File: config.mk
export PLATFORM = sky130hd
export DESIGN_NAME = wallace_mult_pipe
export DESIGN_NICKNAME = d
export VERILOG_FILES = /design/src/rtl/wallace_pkg.sv /design/src/rtl/wallace_reduce.sv /design/src/rtl/wallace_mult_pipe.sv
export SDC_FILE = /design/constraint.sdc
export NUM_CORES = 1
export LEC_CHECK = 0
export CORE_UTILIZATION = 54
export CTS_CLUSTER_DIAMETER = 100
export DETAILED_ROUTE_END_ITERATION = 6
export GPL_TIMING_DRIVEN = 1
export PLACE_DENSITY = 0.76
export SYNTH_ARGS = -nofsm -noshare
export SYNTH_HDL_FRONTEND = slang
export SYNTH_SLANG_ARGS = --single-unit
File: constraint.sdc
create_clock -name clk -period 2.71 [get_ports clk]
set_input_delay 0.4065 -clock clk [delete_from_list [all_inputs] [get_ports clk]]
set_output_delay 0.4065 -clock clk [all_outputs]
set_load 0.005 [all_outputs]
File: src/rtl/wallace_pkg.sv
// Shared constants and elaboration-time helpers for the Wallace-tree multiplier family.
// Row-count arithmetic here drives the shape of the generated reduction tree.
package wallace_pkg;

  localparam int unsigned MIN_WIDTH = 4;
  localparam int unsigned MAX_WIDTH = 32;

  function automatic int unsigned prod_width(input int unsigned width);
    return 2 * width;
  endfunction

  // Rows left after one CSA layer: every group of three collapses to two.
  function automatic int unsigned csa_next_rows(input int unsigned rows);
    return 2 * (rows / 3) + (rows % 3);
  endfunction

  function automatic int unsigned wallace_stages(input int unsigned rows);
    int unsigned n;
    int unsigned stages;
    n      = rows;
    stages = 0;
    while (n > 2) begin
      n      = csa_next_rows(n);
      stages = stages + 1;
    end
    return stages;
  endfunction

  function automatic int unsigned wallace_rows_at(input int unsigned rows,
                                                  input int unsigned stage);
    int unsigned n;
    n = rows;
    for (int unsigned i = 0; i < stage; i++) begin
      n = csa_next_rows(n);
    end
    return n;
  endfunction

endpackage

File: src/rtl/wallace_reduce.sv
// Combinational Wallace reduction of WIDTH+1 partial-product rows to two PW-bit rows.
// Each layer applies 3:2 counters to row triples and a 2:2 counter to a leftover pair.
module wallace_reduce
  import wallace_pkg::*;
#(
  parameter int unsigned WIDTH = 8,
  parameter int unsigned PW    = prod_width(WIDTH)
) (
  input  logic [WIDTH:0][PW-1:0] rows,
  output logic [PW-1:0]          x,
  output logic [PW-1:0]          y
);

  localparam int unsigned ROWS   = WIDTH + 1;
  localparam int unsigned STAGES = wallace_stages(ROWS);

  for (genvar s = 0; s <= STAGES; s++) begin : g_lvl
    localparam int unsigned N = wallace_rows_at(ROWS, s);
    logic [PW-1:0] r [N];

    if (s == 0) begin : g_in
      for (genvar k = 0; k < N; k++) begin : g_row
        assign r[k] = rows[k];
      end
    end else begin : g_csa
      localparam int unsigned M = wallace_rows_at(ROWS, s - 1);
      localparam int unsigned G = M / 3;
      localparam int unsigned R = M % 3;

      for (genvar g = 0; g < G; g++) begin : g_fa
        logic [PW-1:0] p, q, c;
        assign p          = g_lvl[s-1].r[3*g];
        assign q          = g_lvl[s-1].r[3*g+1];
        assign c          = g_lvl[s-1].r[3*g+2];
        assign r[2*g]     = p ^ q ^ c;
        // Carries weigh one column more; the bit shifted past PW is beyond the product.
        assign r[2*g+1]   = ((p & q) | (p & c) | (q & c)) << 1;
      end

      if (R == 2) begin : g_ha
        logic [PW-1:0] p, q;
        assign p        = g_lvl[s-1].r[3*G];
        assign q        = g_lvl[s-1].r[3*G+1];
        assign r[2*G]   = p ^ q;
        assign r[2*G+1] = (p & q) << 1;
      end else if (R == 1) begin : g_pass
        assign r[2*G] = g_lvl[s-1].r[3*G];
      end
    end
  end

  assign x = g_lvl[STAGES].r[0];
  assign y = g_lvl[STAGES].r[1];

endmodule

File: src/rtl/wallace_mult_pipe.sv
// Three-stage pipelined WIDTH x WIDTH multiplier with per-transaction signed/unsigned mode.
// Stages: Baugh-Wooley partial products, Wallace reduction, carry-propagate add.
module wallace_mult_pipe
  import wallace_pkg::*;
#(
  parameter int unsigned WIDTH = 8,
  parameter int unsigned PW    = prod_width(WIDTH)
) (
  input  logic             clk,
  input  logic             rst_n,
  input  logic             in_valid,
  output logic             in_ready,
  input  logic [WIDTH-1:0] a,
  input  logic [WIDTH-1:0] b,
  input  logic             in_signed,
  output logic             out_valid,
  input  logic             out_ready,
  output logic [PW-1:0]    z,
  output logic             out_signed
);

  localparam int unsigned ROWS = WIDTH + 1;

  logic                    v1, v2, v3;
  logic                    rdy1, rdy2, rdy3;
  logic                    mode1, mode2;
  logic [WIDTH:0]          a_ext, b_ext;
  logic [WIDTH:0][PW-1:0]  pp_d, pp_q;
  logic [PW-1:0]           x_d, y_d, x_q, y_q;

  assign rdy3      = !v3 | out_ready;
  assign rdy2      = !v2 | rdy3;
  assign rdy1      = !v1 | rdy2;
  assign in_ready  = rdy1;
  assign out_valid = v3;

  // One extra bit lets both modes share a single signed (WIDTH+1)-bit array.
  assign a_ext = {in_signed & a[WIDTH-1], a};
  assign b_ext = {in_signed & b[WIDTH-1], b};

  // Terms involving exactly one sign bit are complemented; the +2^ROWS correction
  // sits in the free column of row 0, and the +2^(2*ROWS-1) one lies above PW.
  always_comb begin
    pp_d = '0;
    for (int unsigned i = 0; i < ROWS; i++) begin
      for (int unsigned j = 0; j < ROWS; j++) begin
        if (i + j < PW) begin
          pp_d[i][i+j] = (a_ext[j] & b_ext[i]) ^ ((i == ROWS - 1) != (j == ROWS - 1));
        end
      end
    end
    pp_d[0][ROWS] = 1'b1;
  end

  wallace_reduce #(
    .WIDTH (WIDTH),
    .PW    (PW)
  ) u_reduce (
    .rows (pp_q),
    .x    (x_d),
    .y    (y_d)
  );

  always_ff @(posedge clk or negedge rst_n) begin
    if (!rst_n) begin
      v1         <= 1'b0;
      v2         <= 1'b0;
      v3         <= 1'b0;
      mode1      <= 1'b0;
      mode2      <= 1'b0;
      pp_q       <= '0;
      x_q        <= '0;
      y_q        <= '0;
      z          <= '0;
      out_signed <= 1'b0;
    end else begin
      if (rdy1) begin
        v1 <= in_valid;
        if (in_valid) begin
          pp_q  <= pp_d;
          mode1 <= in_signed;
        end
      end
      if (rdy2) begin
        v2 <= v1;
        if (v1) begin
          x_q   <= x_d;
          y_q   <= y_d;
          mode2 <= mode1;
        end
      end
      if (rdy3) begin
        v3 <= v2;
        if (v2) begin
          z          <= x_q + y_q;
          out_signed <= mode2;
        end
      end
    end
  end

  stall_hold_a: assert property (@(posedge clk) disable iff (!rst_n)
      (out_valid && !out_ready) |=> (out_valid && $stable(z) && $stable(out_signed)));

endmodule

# Word-level counts from Yosys, hierarchy flattened
# Index checks and enable logic that the tools add are counted.
[classes]
addsub = 1
bitwise_logic = 150
n_reduce_logical = 6
[op_table]
columns = ["cell", "count"]
rows = [
  ["$and A15 B15 Y15", 15],
  ["$or A15 B15 Y15", 12],
  ["$xor A16 B16 Y16", 9],
  ["$and A1 B1 Y1", 82],
  ["$and A10 B11 Y11", 2],
  ["$add A16 B16 Y16", 1],
  ["$not A1 Y1", 16],
  ["$xor A15 B16 Y16", 1],
  ["$or A15 B11 Y15", 1],
  ["$or A15 B14 Y15", 1],
  ["$and A12 B14 Y14", 1],
  ["$and A13 B14 Y14", 1],
  ["$xor A13 B14 Y14", 1],
  ["$and A12 B13 Y13", 1],
  ["$xor A12 B13 Y13", 1],
  ["$xor A10 B11 Y11", 1],
  ["$and A10 B10 Y10", 1],
  ["$xor A10 B10 Y10", 1],
  ["$reduce_and A2 Y1", 3],
  ["$logic_not A1 Y1", 3],
  ["$or A1 B1 Y1", 3],
]
[totals]
reg_bits = 134
wordCells = 175

# Longest topological paths before layout
# Gate-level depths: netlist (run 1).
[logic_depth]
depth_word = 12
mapped_depth = 9
mapped_depth_nobuf = 9

# By module
# A second synthesis (run 1) with hierarchy kept.
[unflattened]
cells_unflattened = 825
area_unflattened_um2 = 8605.8
[by_module_without_submodules]
columns = ["mod", "instances", "cells_each", "area_per_inst_um2"]
rows = [
  ["wallace_mult_pipe", 1, 589, 5963.2],
  ["wallace_reduce", 1, 236, 2642.5],
]

# Worst setup path before layout (run 1)
# No wires, ideal clock.
[synth_timing]
path_type = "register to register"
from = "register pp_q[104] (netlist name)"
to = "register x_q[8]"
setup_ns = 0.125
t_arrival_ns = 2.671
required_ns = 2.585
path_slack_ns = -0.086
path_stages_with_launch = 8
n_path_buf = 0
path_cell_list = "dfrtp_1 > fa_1 > inv_1 > fa_1 > fa_1 > inv_1 > fa_1 > mux2_2"
[synth_between]
elab_chain_len = 7
[synth_lines]
columns = ["item", "line_no", "source"]
rows = [
  ["start: declaration", "wallace_mult_pipe.sv:28", "logic [WIDTH:0][PW-1:0] pp_d, pp_q;"],
  ["start signal: assignment", "wallace_mult_pipe.sv:80", "pp_q <= pp_d;"],
  ["$xor A15 B16 Y16", "wallace_reduce.sv:35", "assign r[2*g] = p ^ q ^ c;"],
  ["$xor A16 B16 Y16 (6 in series)", "wallace_reduce.sv:35", ""],
  ["named net u_reduce.x[8]", "wallace_reduce.sv:10", "output logic [PW-1:0] x,"],
  ["end signal: assignment", "wallace_mult_pipe.sv:72", "x_q <= '0;"],
  ["end signal: assignment", "wallace_mult_pipe.sv:87", "x_q <= x_d;"],
  ["end: declaration", "wallace_mult_pipe.sv:29", "logic [PW-1:0] x_d, y_d, x_q, y_q;"],
]
# The timed path passes the listed nets, and every way through them passes these cells.
# A chain may end at the register's enable or synchronous reset.

# Final worst setup path (run 1)
[layout_timing]
from = "register pp_q[120] (netlist name)"
to = "register x_q[8]"
# The elaborated chain is that of the path after synthesis.

==> flow_summary.yaml, run 1 <==
critical_path:
  worstReg2RegStart: "pp_q[120]"
  r2r-end: "x_q[8]"
  arrival_ns: 3.16
  startpoint: "pp_q[120]"
  worst_r2r_path_depth: 7
  reg2reg_slack_ns: -0.16
  cp-end-kind: "flop"
  cp.required_ns: 3.01
  crit_type: "flop to flop"
  worstSetupStartpointType: "flop"
  path_max_fanout: 2
timing:
  layout_setup_ws_ns: -0.158
  rsz0062_at_grt: "yes"
  slew_viol_final: 0
  fmax_mhz: 349
  worst_pin_slew_ns: 0.666
  fin_crit_ns: 2.87
  fin_worst_skew_ns: 0.00710
  fin_crit_sh_pct: 106
  maxSlewHeadroom_pct: 55.6
  hold_viol: 0
  setup_viol: 11
synthesis:
  async_flop_share_pct: 100
  synth_seq_cells: 130
  yosysSeqAreaShare_pct: 47.4
  syn_inst: 640
  synth_edf_count: 0
  synth_cell_types: 41
  ys.flop_type: "dfrtp_1"
  syn-cell-area_sq_um: 6870
  syn-mean-instance-area_sq_um: 10.7
  synth_nets: 738
  yosys_warnings: 0
global_routing:
  grt_pass1_vias: 4897
  antenna_found_initial: 0
  met2_usage_pct: 41.7
  grt_max_degree: 59
  grt_pass1_wl_mm: 24.2
  grt-busiest-layer: "met2"
  track_usage_pct: 24.7
  grtUsageMet1_pct: 30.5
  grt_overflow: 0
  grt.met3_usage_pct: 6.48
power_and_ir_drop:
  intPower_uw: 5340
  p_leak_uw: 0.00390
  power_frac_clock_pct: 28.6
  powerDensity_nw_per_um2: 977
  p_sw_uw: 2510
  pwr-share-seq_pct: 33.8
  fin_total_pwr_uw: 7860
  p_comb_share_pct: 37.6
  irDropWorstVdd_mv: 0.461
  netSwitchingFraction_pct: 32.0
cts:
  clk_latency_ns: 0.42
  cts_buffer_depth: 2
  clkTransAtPathRegs_ns: 0.05
  cts_tree: "done"
  cts_buffers: 17
  clkSinkCount: 130
  cts_max_level: 4
  root_buffer: "clkbuf_16"
worst_hold_path:
  hold_path.class: "input pin to async pin"
placement:
  dp_hpwl_mm: 9.73
  place_congestion: 0.829
  dp_cells: 815
  place_area_sq_um: 7380
  portBuffers: 39
drt:
  drc: 0
  wire_per_inst_um: 17.3
  avgViaCountPerCell: 5.54
  antenna_left: 0
  drt_iter0_drc: 306
  vias: 4699
  drt-pass1-iter-count: 5
  drt-total-wl_mm: 14.7
floorplan:
  dieArea_sq_um: 13200
  io_pins: 40
  fp.dieH_um: 115
  coreArea_sq_um: 12200
  die_x_um: 115
  initial_core_util_pct: 56.3
  num_rows: 40
final_layout:
  syn_to_final_growth_pct: 17.0
  drive_gt1_share_pct: 15.1
  final_area_sq_um: 8040
  nFillCells: 922
  fin_nets: 768
  diodes: 0
  stdcell_count: 848
outcome:
  outcome: "complete, but fails checks"
  violations: "negative setup slack"
flow_run:
  drv_cap: 0
-- worst max-delay path, stage by stage (launching register included) --
cell and delay (ns):
dfrtp_1 0.40, fa_1 0.57, inv_2 0.05, fa_1 0.55, fa_1 0.41, inv_1 0.08, fa_2 0.42, mux2_2 0.27
-- cell usage in the layout (no fill, tap or decap), types with 6 or more instances in the layout --
cell and count:
a31oi_1 14, ha_1 24, fa_2 7, nand2_1 132, mux2_2 29, clkbuf_16 17
clkbuf_8 6, dfrtp_1 130, o21ai_0 22, clkdlybuf4s50_1 38, inv_2 13, inv_1 41
nor2_1 16, a21oi_1 8, fa_1 45, buf_4 13, nand3_1 66
-- layout make-up --
class,count,area [sq um],area share (%)
repair buffers,54,538,6.69
inverters,54,203,2.52
clock inverters,5,75.1,0.934
well taps,168,210,2.61
multi-input cells,413,3250,40.4
flip-flops and latches,130,3250,40.5
clock buffers,24,512,6.36
-- timing repair --
action,in CTS,in global routing
pin swaps,7,15
endpoints found under the setup margin,11,12
setup buffers,3,1
gates cloned,0,0
resized for setup,12,13
hold buffers,0,0
-- how the worst max path moves through the flow --
stage | endpoint | slack (ns) | cells after the start
5_1_grt | x_q[10] | -0.23 | 7
6_report | x_q[8] | -0.16 | 7
3_3_place_gp | x_q[8] | -0.1 | 7
3_5_place_dp | x_q[8] | -0.19 | 7
2_1_floorplan | x_q[8] | -0.06 | 7
4_1_cts | x_q[8] | -0.17 | 7
-- flip-flops by register name (all words and copies together) (netlist names) --
signal and flops:
y_q 11, out_signed 1, v1 1, mode2 1, v2 1, pp_q 81
z 16, x_q 16, mode1 1, out_valid 1
-- cell usage after synthesis (3+ instances only) --
cell	count	area, sq um
a21oi_1	8	40.0
a21o_1	3	22.5
a31oi_1	14	87.6
o21ai_0	22	110
buf_6	4	45.0
buf_1	5	18.8
xnor2_1	5	43.8
buf_2	12	60.1
mux2_2	33	372
inv_1	54	203
xor2_1	5	43.8
nor2_1	16	60.1
clkbuf_1	21	78.8
nand2_1	132	495
fa_1	52	1040
and2_1	3	18.8
dfrtp_1	130	3250
ha_1	25	313
nand3_1	66	330
nand2b_1	5	31.3
-- metrics by stage --
step           util, %  setup WS, ns  TNS (ns)  hold WS (ns)
3_3_place_gp      60.4       -0.0951    -0.468         0.455
4_1_cts           65.6        -0.166    -0.849        0.0402
3_5_place_dp      60.4        -0.189    -0.951         0.457
6_report          65.9        -0.158    -0.927        0.0267
2_1_floorplan        -       -0.0649    -0.196         0.111
5_1_grt           65.9        -0.234     -1.60        0.0819
-- power groups by stage --
stage	Clock, uW	Combinational [uW]	Sequential, uW
2_1_floorplan	0	1870	2630
3_3_place_gp	0	2560	2660
3_5_place_dp	0	2700	2680
4_1_cts	2280	2850	2650
5_1_grt	2350	3310	2710
6_report	2250	2960	2650
-- logic make-up (layout without fill, tap and decap cells) --
family	Yosys count	in the layout	share of synthesized area (%)
AO/OA/AOI/OAI	59	59	5.23
XOR/XNOR	10	10	1.27
adder cells (fa/ha/maj)	77	77	19.7
buffers and inverters	97	137	6.01
flip-flops	130	130	47.4
multiplexers	34	34	5.55
AND/OR/NAND/NOR	233	233	14.9
-- metal layers --
layer  vias up  part of all wire, %
li1       2141                    -
met1      2377                   42
met5         -                    0
met4         0                  2.1
met2       152                   50
met3        29                  5.7
No activity file was read; power rests on OpenSTA's default activity.
==> run 2: changes to the inputs <==
GPL_ROUTABILITY_DRIVEN = 0   (was default)
SLEW_MARGIN = 25   (was default)
==> results of run 2 <==
Same layout as run 1: the final DEF is identical, and so are final timing and power.
==> run 3: changes to the inputs <==
CORE_MARGIN = 3   (was default)
CORE_UTILIZATION = 30   (was 54)
PLACE_DENSITY = default   (was 0.76)
TNS_END_PERCENT = 5   (was default)
==> run 3 against run 2 <==
  * The run still ends with negative setup slack left
  * Total power is 1.6% lower
  * Via count decreased by 4.4%
  * Critical path depth stayed put
  * Hold slack improved by 0.45 ns
  * Flip-flop and latch count did not move
  * Utilization decreased by 29 points
  * Wire length down 2.2%
  * First-iteration DRC count shrank 16%
  * Final area grew 1.9%
  * Non-clock buffer count down 2
  * Clock power up 8%
  * Largest power group unchanged
  * Global-route usage down 12 points
  * Largest cell class unchanged
==> flow_summary.yaml, run 3 (synthesis gave the netlist of run 1 again) <==
power_and_ir_drop:
  fin_total_pwr_uw: 7730
  intPower_uw: 5290
  irDropWorstVdd_mv: 0.423
  power_frac_clock_pct: 31.3
  powerDensity_nw_per_um2: 943
  p_sw_uw: 2440
  p_leak_uw: 0.00390
  pwr-share-seq_pct: 34.2
  netSwitchingFraction_pct: 31.6
  p_comb_share_pct: 34.5
critical_path:
  arrival_ns: 3.10
  crit_type: "flop to flop"
  cp.required_ns: 3.00
  cp-end-kind: "flop"
  critPathMostFrequentCell: "fa_1"
  cp_cell_sequence: "fa_1 -> fa_1 -> inv_2 -> fa_1 -> inv_1 -> fa_2 -> mux2_2"
  worstSetupStartpointType: "flop"
  path_max_fanout: 2
  slowest_stage: "fa_1"
  cpPeakStageDelay_ns: 0.52
cts:
  clkSinkCount: 130
  postCtsSetupBuffers: 0
  clk_latency_ns: 0.41
  root_buffer: "clkbuf_16"
  cts_buffers: 17
  cts_max_level: 4
  cts_buffer_depth: 2
  cts_tree: "done"
  clkTransAtPathRegs_ns: 0.06
drt:
  drt-pass1-iter-count: 4
  wire_per_inst_um: 15.0
  drt-total-wl_mm: 14.4
  vias: 4492
  avgViaCountPerCell: 4.67
  drc: 0
  antenna_left: 0
  drt_iter0_drc: 256
timing:
  setup_viol: 10
  hold_slack_ns: 0.474
  fin_worst_skew_ns: 0.00713
  hold_viol: 0
  layout_setup_ws_ns: -0.0994
  fin_crit_sh_pct: 104
  maxSlewHeadroom_pct: 62.5
  fmax_mhz: 356
  rsz0062_at_grt: "yes"
  worst_pin_slew_ns: 0.561
  slew_viol_final: 0
  fin_crit_ns: 2.81
final_layout:
  fin_nets: 766
  final_cell_mix: "nand2_1 (131), dfrtp_1 (130), nand3_1 (66)"
  stdcell_count: 961
  largest_reg_flops: 81
  final_common_cell: "nand2_1"
  top_regs: "pp_q x81, x_q x16, z x16"
  drive_gt1_share_pct: 13.2
  final_util_pct: 37.0
  regMostFlops: "pp_q"
  syn_to_final_growth_pct: 19.2
  diodes: 0
  nFillCells: 2172
outcome:
  outcome: "complete, but fails checks"
  violations: "negative setup slack"
floorplan:
  io_pins: 40
  fp.dieH_um: 157
  dieArea_sq_um: 24800
  initial_core_util_pct: 31.0
  num_rows: 54
  coreArea_sq_um: 22200
  die_x_um: 157
placement:
  post-place-ws_ns: -0.137
  dp_cells: 928
  portBuffers: 39
  dp_hpwl_mm: 10.2
global_routing:
  antenna_found_initial: 0
  grt_pass1_vias: 4737
  grt_max_degree: 59
  track_usage_pct: 12.5
  grt_overflow: 0
  grt_pass1_wl_mm: 24.5
flow_run:
  drv_cap: 0
worst_hold_path:
  hold_path.class: "flop to flop"
==> run 3: cell types whose count changed in the layout (fill, tap and decap cells not counted), sizes merged <==
cell         delta
clkinv          +4
buf             -3
clkbuf          -6
dlygate4sd3     +1
inv             +1
clkinvlp        +2
bufinv          +2
==> run 3: layout make-up <==
type / count / area [sq um] / share of cell area [%]
clock buffers: 18 / 439 / 5.36
repair buffers: 52 / 538 / 6.57
well taps: 280 / 350 / 4.28
multi-input cells: 413 / 3220 / 39.3
flip-flops and latches: 130 / 3250 / 39.7
inverters: 54 / 203 / 2.47
clock inverters: 14 / 186 / 2.28
==> run 3: metrics by stage <==
step                      setup TNS (ns)  area, sq um
after floorplan                   -0.259         6870
after global placement            -0.552         7540
after detailed placement          -0.929         7540
after CTS                         -0.712         8190
after global routing               -1.39         8190
final                             -0.571         8190
==> run 3: final timing paths <==
check,start,endpoint,slack (ns),depth (start not counted)
max,pp_q[90],x_q[10],-0.1,7
min,pp_q[17],pp_q[17],0.47,2
max reg2reg,pp_q[90],x_q[10],-0.1,7
min reg2reg,pp_q[17],pp_q[17],0.47,2
max in group asynchronous,rst_n,pp_q[1],1.40,3
min in group asynchronous,rst_n,z[15],0.54,2
==> run 3: layer usage <==
layer | vias up | global-route usage, % | routed length, um | part of all wire (%)
met2 | 89 | 19.0 | 6620 | 46
met1 | 2256 | 17.7 | 6910 | 48
li1 | 2129 | - | - | -
met5 | - | 0 | 0 | 0
met4 | 0 | 3.64 | 190 | 1.3
met3 | 18 | 3.27 | 656 | 4.6
==> run 3: power by group through the flow <==
stage	Sequential, uW	Combinational, uW	Clock (uW)
3_5_place_dp	2680	2670	0
3_3_place_gp	2670	2600	0
6_report	2640	2660	2420
2_1_floorplan	2630	1870	0
4_1_cts	2650	2710	2470
5_1_grt	2710	3100	2560
==> run 3: worst max-delay path: cells and delay by family, from the launching register on <==
kind,cells,cell delay [ns]
fa+ha+maj,4,1.92
flops,1,0.40
mux,1,0.26
buf+inv,2,0.10
==> run 3: timing repair <==
action	4_1_cts	5_1_grt
hold buffers	1	0
pin swaps	7	2
setup endpoints to repair	11	11
gates resized for setup	5	2
hold endpoints to repair	13	0
